### src/rtl/alu_prog_sequencer.sv
// alu_prog_sequencer: instruction-issuing front end for the 4-bit accumulator ALU.
// Buffers host-loaded {inst, a} words in a FIFO, clears the ALU, issues one word
// per cycle, then captures the accumulator as the program result.
// Optional build macro ALU_STEP_EN adds a step_req input that gates each issue.
module alu_prog_sequencer #(
  parameter int DEPTH   = 8,
  parameter int COUNT_W = 8
) (
  input  logic               clk,
  input  logic               RESET_N,
  input  logic               in_valid,
  output logic               in_ready,
  input  logic [1:0]         in_inst,
  input  logic [3:0]         in_a,
  input  logic               start,
`ifdef ALU_STEP_EN
  input  logic               step_req,
`endif
  output logic               busy,
  output logic               done,
  output logic [3:0]         result,
  output logic [COUNT_W-1:0] op_count,
  output logic [1:0]         alu_inst,
  output logic [3:0]         alu_a,
  output logic               alu_reset,
  input  logic [3:0]         alu_out
);

  localparam int AW = $clog2(DEPTH);

  typedef enum logic [1:0] {
    S_IDLE = 2'd0,
    S_CLR  = 2'd1,
    S_RUN  = 2'd2,
    S_DONE = 2'd3
  } state_e;

  state_e state_q, state_d;

  // Program storage: {inst[1:0], a[3:0]} per entry
  logic [5:0]         mem_q [DEPTH];
  logic [AW:0]        wr_ptr_q, wr_ptr_d;
  logic [AW:0]        rd_ptr_q, rd_ptr_d;
  logic [3:0]         result_q, result_d;
  logic [COUNT_W-1:0] op_count_q, op_count_d;

  logic       fifo_empty;
  logic       fifo_full;
  logic       push;
  logic       issue;
  logic       step_ok;
  logic [5:0] head;

  // Extra pointer bit distinguishes full from empty when the indices match
  assign fifo_empty = (wr_ptr_q == rd_ptr_q);
  assign fifo_full  = (wr_ptr_q[AW] != rd_ptr_q[AW]) &&
                      (wr_ptr_q[AW-1:0] == rd_ptr_q[AW-1:0]);
  assign head       = mem_q[rd_ptr_q[AW-1:0]];

`ifdef ALU_STEP_EN
  assign step_ok = step_req;
`else
  assign step_ok = 1'b1;
`endif

  // A word is driven to the ALU and popped in the same cycle the ALU samples it
  assign issue = (state_q == S_RUN) && !fifo_empty && step_ok;
  assign push  = in_valid && in_ready;

  // State register
  always_ff @(posedge clk or negedge RESET_N) begin
    if (!RESET_N) begin
      state_q <= S_IDLE;
    end else begin
      state_q <= state_d;
    end
  end

  // Next-state logic; start is only honoured in IDLE
  always_comb begin
    state_d = state_q;
    case (state_q)
      S_IDLE:  if (start) state_d = S_CLR;
      S_CLR:   state_d = S_RUN;
      S_RUN:   if (fifo_empty) state_d = S_DONE;
      S_DONE:  state_d = S_IDLE;
      default: state_d = S_IDLE;
    endcase
  end

  // Outputs decoded from state; HOLD drive (ADD 0) whenever nothing is issued
  always_comb begin
    busy      = (state_q == S_CLR) || (state_q == S_RUN);
    done      = (state_q == S_DONE);
    in_ready  = !fifo_full && ((state_q == S_IDLE) || (state_q == S_DONE));
    alu_reset = !RESET_N || (state_q == S_CLR);
    alu_inst  = 2'b00;
    alu_a     = 4'b0000;
    if (issue) begin
      alu_inst = head[5:4];
      alu_a    = head[3:0];
    end
  end

  // Datapath next values: FIFO pointers, result capture, saturating issue count
  always_comb begin
    wr_ptr_d   = wr_ptr_q + {{AW{1'b0}}, push};
    rd_ptr_d   = rd_ptr_q + {{AW{1'b0}}, issue};
    result_d   = result_q;
    op_count_d = op_count_q;
    if ((state_q == S_RUN) && fifo_empty) begin
      // The last issued instruction has already been registered by the ALU
      result_d = alu_out;
    end
    if (state_q == S_CLR) begin
      op_count_d = '0;
    end else if (issue && (op_count_q != {COUNT_W{1'b1}})) begin
      op_count_d = op_count_q + {{(COUNT_W-1){1'b0}}, 1'b1};
    end
  end

  // Datapath registers; reset discards any buffered program
  always_ff @(posedge clk or negedge RESET_N) begin
    if (!RESET_N) begin
      wr_ptr_q   <= '0;
      rd_ptr_q   <= '0;
      result_q   <= '0;
      op_count_q <= '0;
    end else begin
      wr_ptr_q   <= wr_ptr_d;
      rd_ptr_q   <= rd_ptr_d;
      result_q   <= result_d;
      op_count_q <= op_count_d;
    end
  end

  // FIFO storage write; contents are only read when the pointers say valid
  always_ff @(posedge clk) begin
    if (push) begin
      mem_q[wr_ptr_q[AW-1:0]] <= {in_inst, in_a};
    end
  end

  assign result   = result_q;
  assign op_count = op_count_q;

endmodule

### config.mk
export PLATFORM = sky130hd
export DESIGN_NAME = alu_prog_sequencer
export DESIGN_NICKNAME = d
export VERILOG_FILES = /design/src/rtl/alu_prog_sequencer.sv
export SDC_FILE = /design/constraint.sdc
export NUM_CORES = 1
export LEC_CHECK = 0
export CORE_ASPECT_RATIO = 1.1
export CORE_MARGIN = 2
export CORE_UTILIZATION = 38
export CTS_CLUSTER_SIZE = 16
export DETAILED_ROUTE_END_ITERATION = 10
export GPL_TIMING_DRIVEN = 0
export PLACE_DENSITY = 0.63
export SYNTH_ARGS = -nofsm -noshare
export SYNTH_HDL_FRONTEND = slang
export SYNTH_SLANG_ARGS = --single-unit
### constraint.sdc
create_clock -name clk -period 6.6 [get_ports clk]
set_clock_uncertainty 0.05 [all_clocks]
set_input_delay 1.32 -clock clk [delete_from_list [all_inputs] [get_ports clk]]
set_output_delay 1.32 -clock clk [all_outputs]
set_load 0.005 [all_outputs]
==> metrics.md <==
| Metric | Value |
|---|---|
| Share of layout cells above drive strength 1 | `21.7%` |
| First-pass GRT wire length | `9.41 mm` |
| Critical path required time | `5230 ps` |
| Yosys warnings | `0` |
| Complex-gate fraction of the synthesized area | `4.89%` |
| Die X | `90.5 um` |
| Post-CTS Hold Buffers | `0` |
| Clock power frac | `22.5%` |
| Slew Viols, Final | `0` |
| HPWL after detailed placement | `3.83 mm` |
| Overall routing resource usage | `13.7%` |
| Mapped cell area | `3120 um^2` |
| Largest cells by area after synthesis | `edfxtp_1 46%, dfrtp_1 18%, mux4_2 8.7%` |
| Fin worst setup slack | `2130 ps` |
| First-pass DRT Iterations | `4` |
| Mux cell area share after synthesis | `12.7%` |
| Clk_lat worst skew | `330 ps` |
| Worst-path cell chain | `clkdlybuf4s50_1 -> nand2_1 -> clkdlybuf4s50_1` |
| I/O pins | `36` |
| Total power | `1.66 mW` |
| Max Clock Freq | `224 MHz` |
| H-tree lvl count | `3` |
| Post-synthesis xor/xnor area fraction | `3.60%` |
| CP arrival | `3100 ps` |
| Synth top cells by count | `48 x edfxtp_1, 22 x dfrtp_1, 12 x mux4_2` |
| WL per Instance | `16.0 um` |
| Worst slew pin tran | `1240 ps` |
| Setup bufs post-CTS | `0` |
| Flop pwr share | `37.2%` |
| CTS max path bufs | `2` |
| Setup TNS | `0 ps` |
| 1st-iter DRT viols | `66` |
| P_int | `1.12 mW` |
| Routed wire length | `5.62 mm` |
| Largest net degree at the start of global routing | `24` |
| Vias | `1764` |
| R2r endpoint | `mem_q[6][3]` |
| Final min period | `4470 ps` |
| Multi-input logic area | `1040 um^2` |
| Hold Violations, Final | `0` |
| Num Clock Sinks | `70` |
| Switch share | `32.4%` |
| Filler Cells Inserted | `702` |
| Worst-case reg-to-reg path depth | `6` |
| Sequential cell area | `1990 um^2` |
| RSZ-0062 raised after global routing | `false` |
| Vias in the first global route | `1821` |
| Largest stage delay, worst path | `1160 ps` |
| Initial antenna violation count | `0` |
| Die area | `8960 um^2` |
| TritonCTS clock tree | `built` |
| Unique masters post-synth | `40` |
| R2r startpoint | `state_q[0]` |
| # setup viols final | `0` |
| Clk slew on worst S/H paths | `70 ps` |
| Post-synthesis async set-or-reset flop share | `31.4%` |
| Row cnt | `34` |
| CP Launch Type | `input pin` |
| Hold path cells | `1` |
| Die Ht | `99.1 um` |
| CP Capture Type | `primary output` |
| Most frequent cell after synthesis | `edfxtp_1` |
| P&R area growth vs syn | `23.3%` |
| Syn_area_per_cell | `16.3 um^2` |
| Via/cell ratio | `5.01` |
| IO buf count | `35` |
| CTS Buf Count | `9` |
| Synth Area in Adders | `4.00%` |
| Routability cong. | `0.784` |
| Worst reg2reg setup slack | `3910 ps` |
| Total grt overflow | `0` |
| Worst slew margin | `17.1%` |
| Crit-path most repeated cell | `clkdlybuf4s50_1` |
| Critical Path Fanout Max | `23` |
| Post-synthesis simple-gate area fraction | `7.49%` |
| Antenna Nets Post-Route | `0` |
| Synth Instances | `192` |
| # resized after CTS | `0` |
| Synth area leader | `edfxtp_1` |
| Core Footprint | `7960 um^2` |
| Final worst-path cycle share | `67.7%` |
| Type of the tightest min-delay check | `flop to flop` |
| Largest family of logic cells by synthesized area | `multiplexers` |
| Status | `completed` |
| N_diodes | `0` |
| Max-Cap Viols | `0` |
| Number of synthesized flops with an enable pin | `48` |
| HP Start | `wr_ptr_q[0]` |
| Pre-CTS WS | `2060 ps` |
| Net Count, Synth | `216` |
| Flops & latches, synth | `70` |
| Crit path kind | `input pin to primary output` |
| Slowest CP cell | `clkdlybuf4s50_1` |
| P_sw | `537 uW` |
| Initial Util | `39.3%` |
| Fin cells | `352` |
| Worst VDD drop | `0.168 mV` |
| Placed cells | `336` |
| DRC viols | `0` |
| Power per cell area | `430 nW/um^2` |
| Comb pwr share | `40.3%` |
| CTS root buffer | `clkbuf_8` |
| Hold path endpoint | `wr_ptr_q[0]` |
| Seq/Total Area, Yosys | `63.8%` |
| Fin nets | `263` |
| Post-synth top area share | `46.1%` |
| Primary FF master, synth | `edfxtp_1` |
| Leakage dissipation | `1.39 nW` |
## worst max path at each step
stage,start,to,slack [ps],cells after the start
detailed placement,RESET_N,alu_reset,2060,3
CTS,RESET_N,alu_reset,2050,3
floorplan,rd_ptr_q[0],alu_a[0],3740,4
global route,RESET_N,alu_reset,1870,3
finish,RESET_N,alu_reset,2130,3
global placement,RESET_N,alu_reset,2080,3
## state kept, by name (all words and copies together) (netlist names)
register / count
mem_q: 48
op_count: 8
rd_ptr_q: 4
result: 4
wr_ptr_q: 4
state_q: 2
## logic make-up (layout without fill, tap and decap cells)
logic type                 Yosys count  after routing
AOI/OAI and AO/OA                   17             17
and+or+nand+nor                     44             44
buffers and inverters               18             70
muxes                               24             24
xor gates and xnor gates             9              9
DFF                                 70             70
adders and majority gates           10             10
## layout make-up
cell class / instances / share of cell area [%]
sequential: 70 / 51.7
clock inverter: 6 / 2.27
buffer: 10 / 2.11
clock buffer: 10 / 3.31
tap: 108 / 3.51
inverter: 8 / 0.780
multi-input combinational: 104 / 27.0
timing repair buffer: 36 / 9.29
## cells in the final DEF, fill, tap and decap left out, types with 2 or more instances in the layout
| cell | netlist | layout |
|---|---|---|
| mux2i_1 | 7 | 7 |
| nor3b_1 | 2 | 2 |
| mux4_2 | 12 | 12 |
| or4_1 | 3 | 3 |
| clkbuf_1 | 2 | 3 |
| edfxtp_1 | 48 | 48 |
| bufinv_16 | 0 | 2 |
| o21ai_2 | 2 | 2 |
| clkbuf_8 | 0 | 9 |
| clkinv_4 | 0 | 2 |
| a21oi_2 | 2 | 2 |
| ha_1 | 10 | 10 |
| nand3_1 | 6 | 6 |
| nor2b_1 | 2 | 2 |
| buf_2 | 4 | 4 |
| xor2_1 | 3 | 3 |
| clkdlybuf4s50_1 | 0 | 35 |
| xnor2_1 | 3 | 3 |
| a21oi_1 | 3 | 3 |
| nor4b_2 | 0 | 2 |
| buf_6 | 3 | 3 |
| or3_1 | 2 | 2 |
| inv_1 | 8 | 8 |
| nor2_1 | 9 | 9 |
| mux2_2 | 5 | 5 |
| xor2_2 | 2 | 2 |
| nor3_1 | 4 | 4 |
| o31ai_1 | 3 | 3 |
| nand2_1 | 8 | 8 |
| clkinv_2 | 0 | 2 |
| dfrtp_1 | 22 | 22 |
## per-layer routing
layer,track usage (%),vias to the layer above,wire [um],part of all wire (%)
met5,0,-,0,0
met4,6.04,0,49,0.87
met3,3.03,5,238,4.2
met2,23.1,40,2910,52
met1,17.1,891,2430,43
li1,-,828,-,-
## power groups by stage
stage,logic (mW),registers (mW),clock network [mW]
after global routing,0.738,0.628,0.398
after floorplan,0.453,0.615,0
after global placement,0.664,0.624,0
after detailed placement,0.681,0.628,0
after CTS,0.684,0.618,0.382
final,0.667,0.616,0.372
## critical path: cells and delay by family
kind | cells | cell delay [ps]
and+or+nand+nor | 1 | 130
buffers and inverters | 2 | 1640
## metrics by stage
| step | hold WS (ps) | cell area (um^2) | util, % |
|---|---|---|---|
| global route | 480 | 3850 | 48.4 |
| global placement | 434 | 3610 | 45.4 |
| detailed placement | 438 | 3640 | 45.7 |
| CTS | 454 | 3850 | 48.4 |
| finish | 453 | 3850 | 48.4 |
| floorplan | 423 | 3120 | - |
No activity file was read; power rests on OpenSTA's default activity.
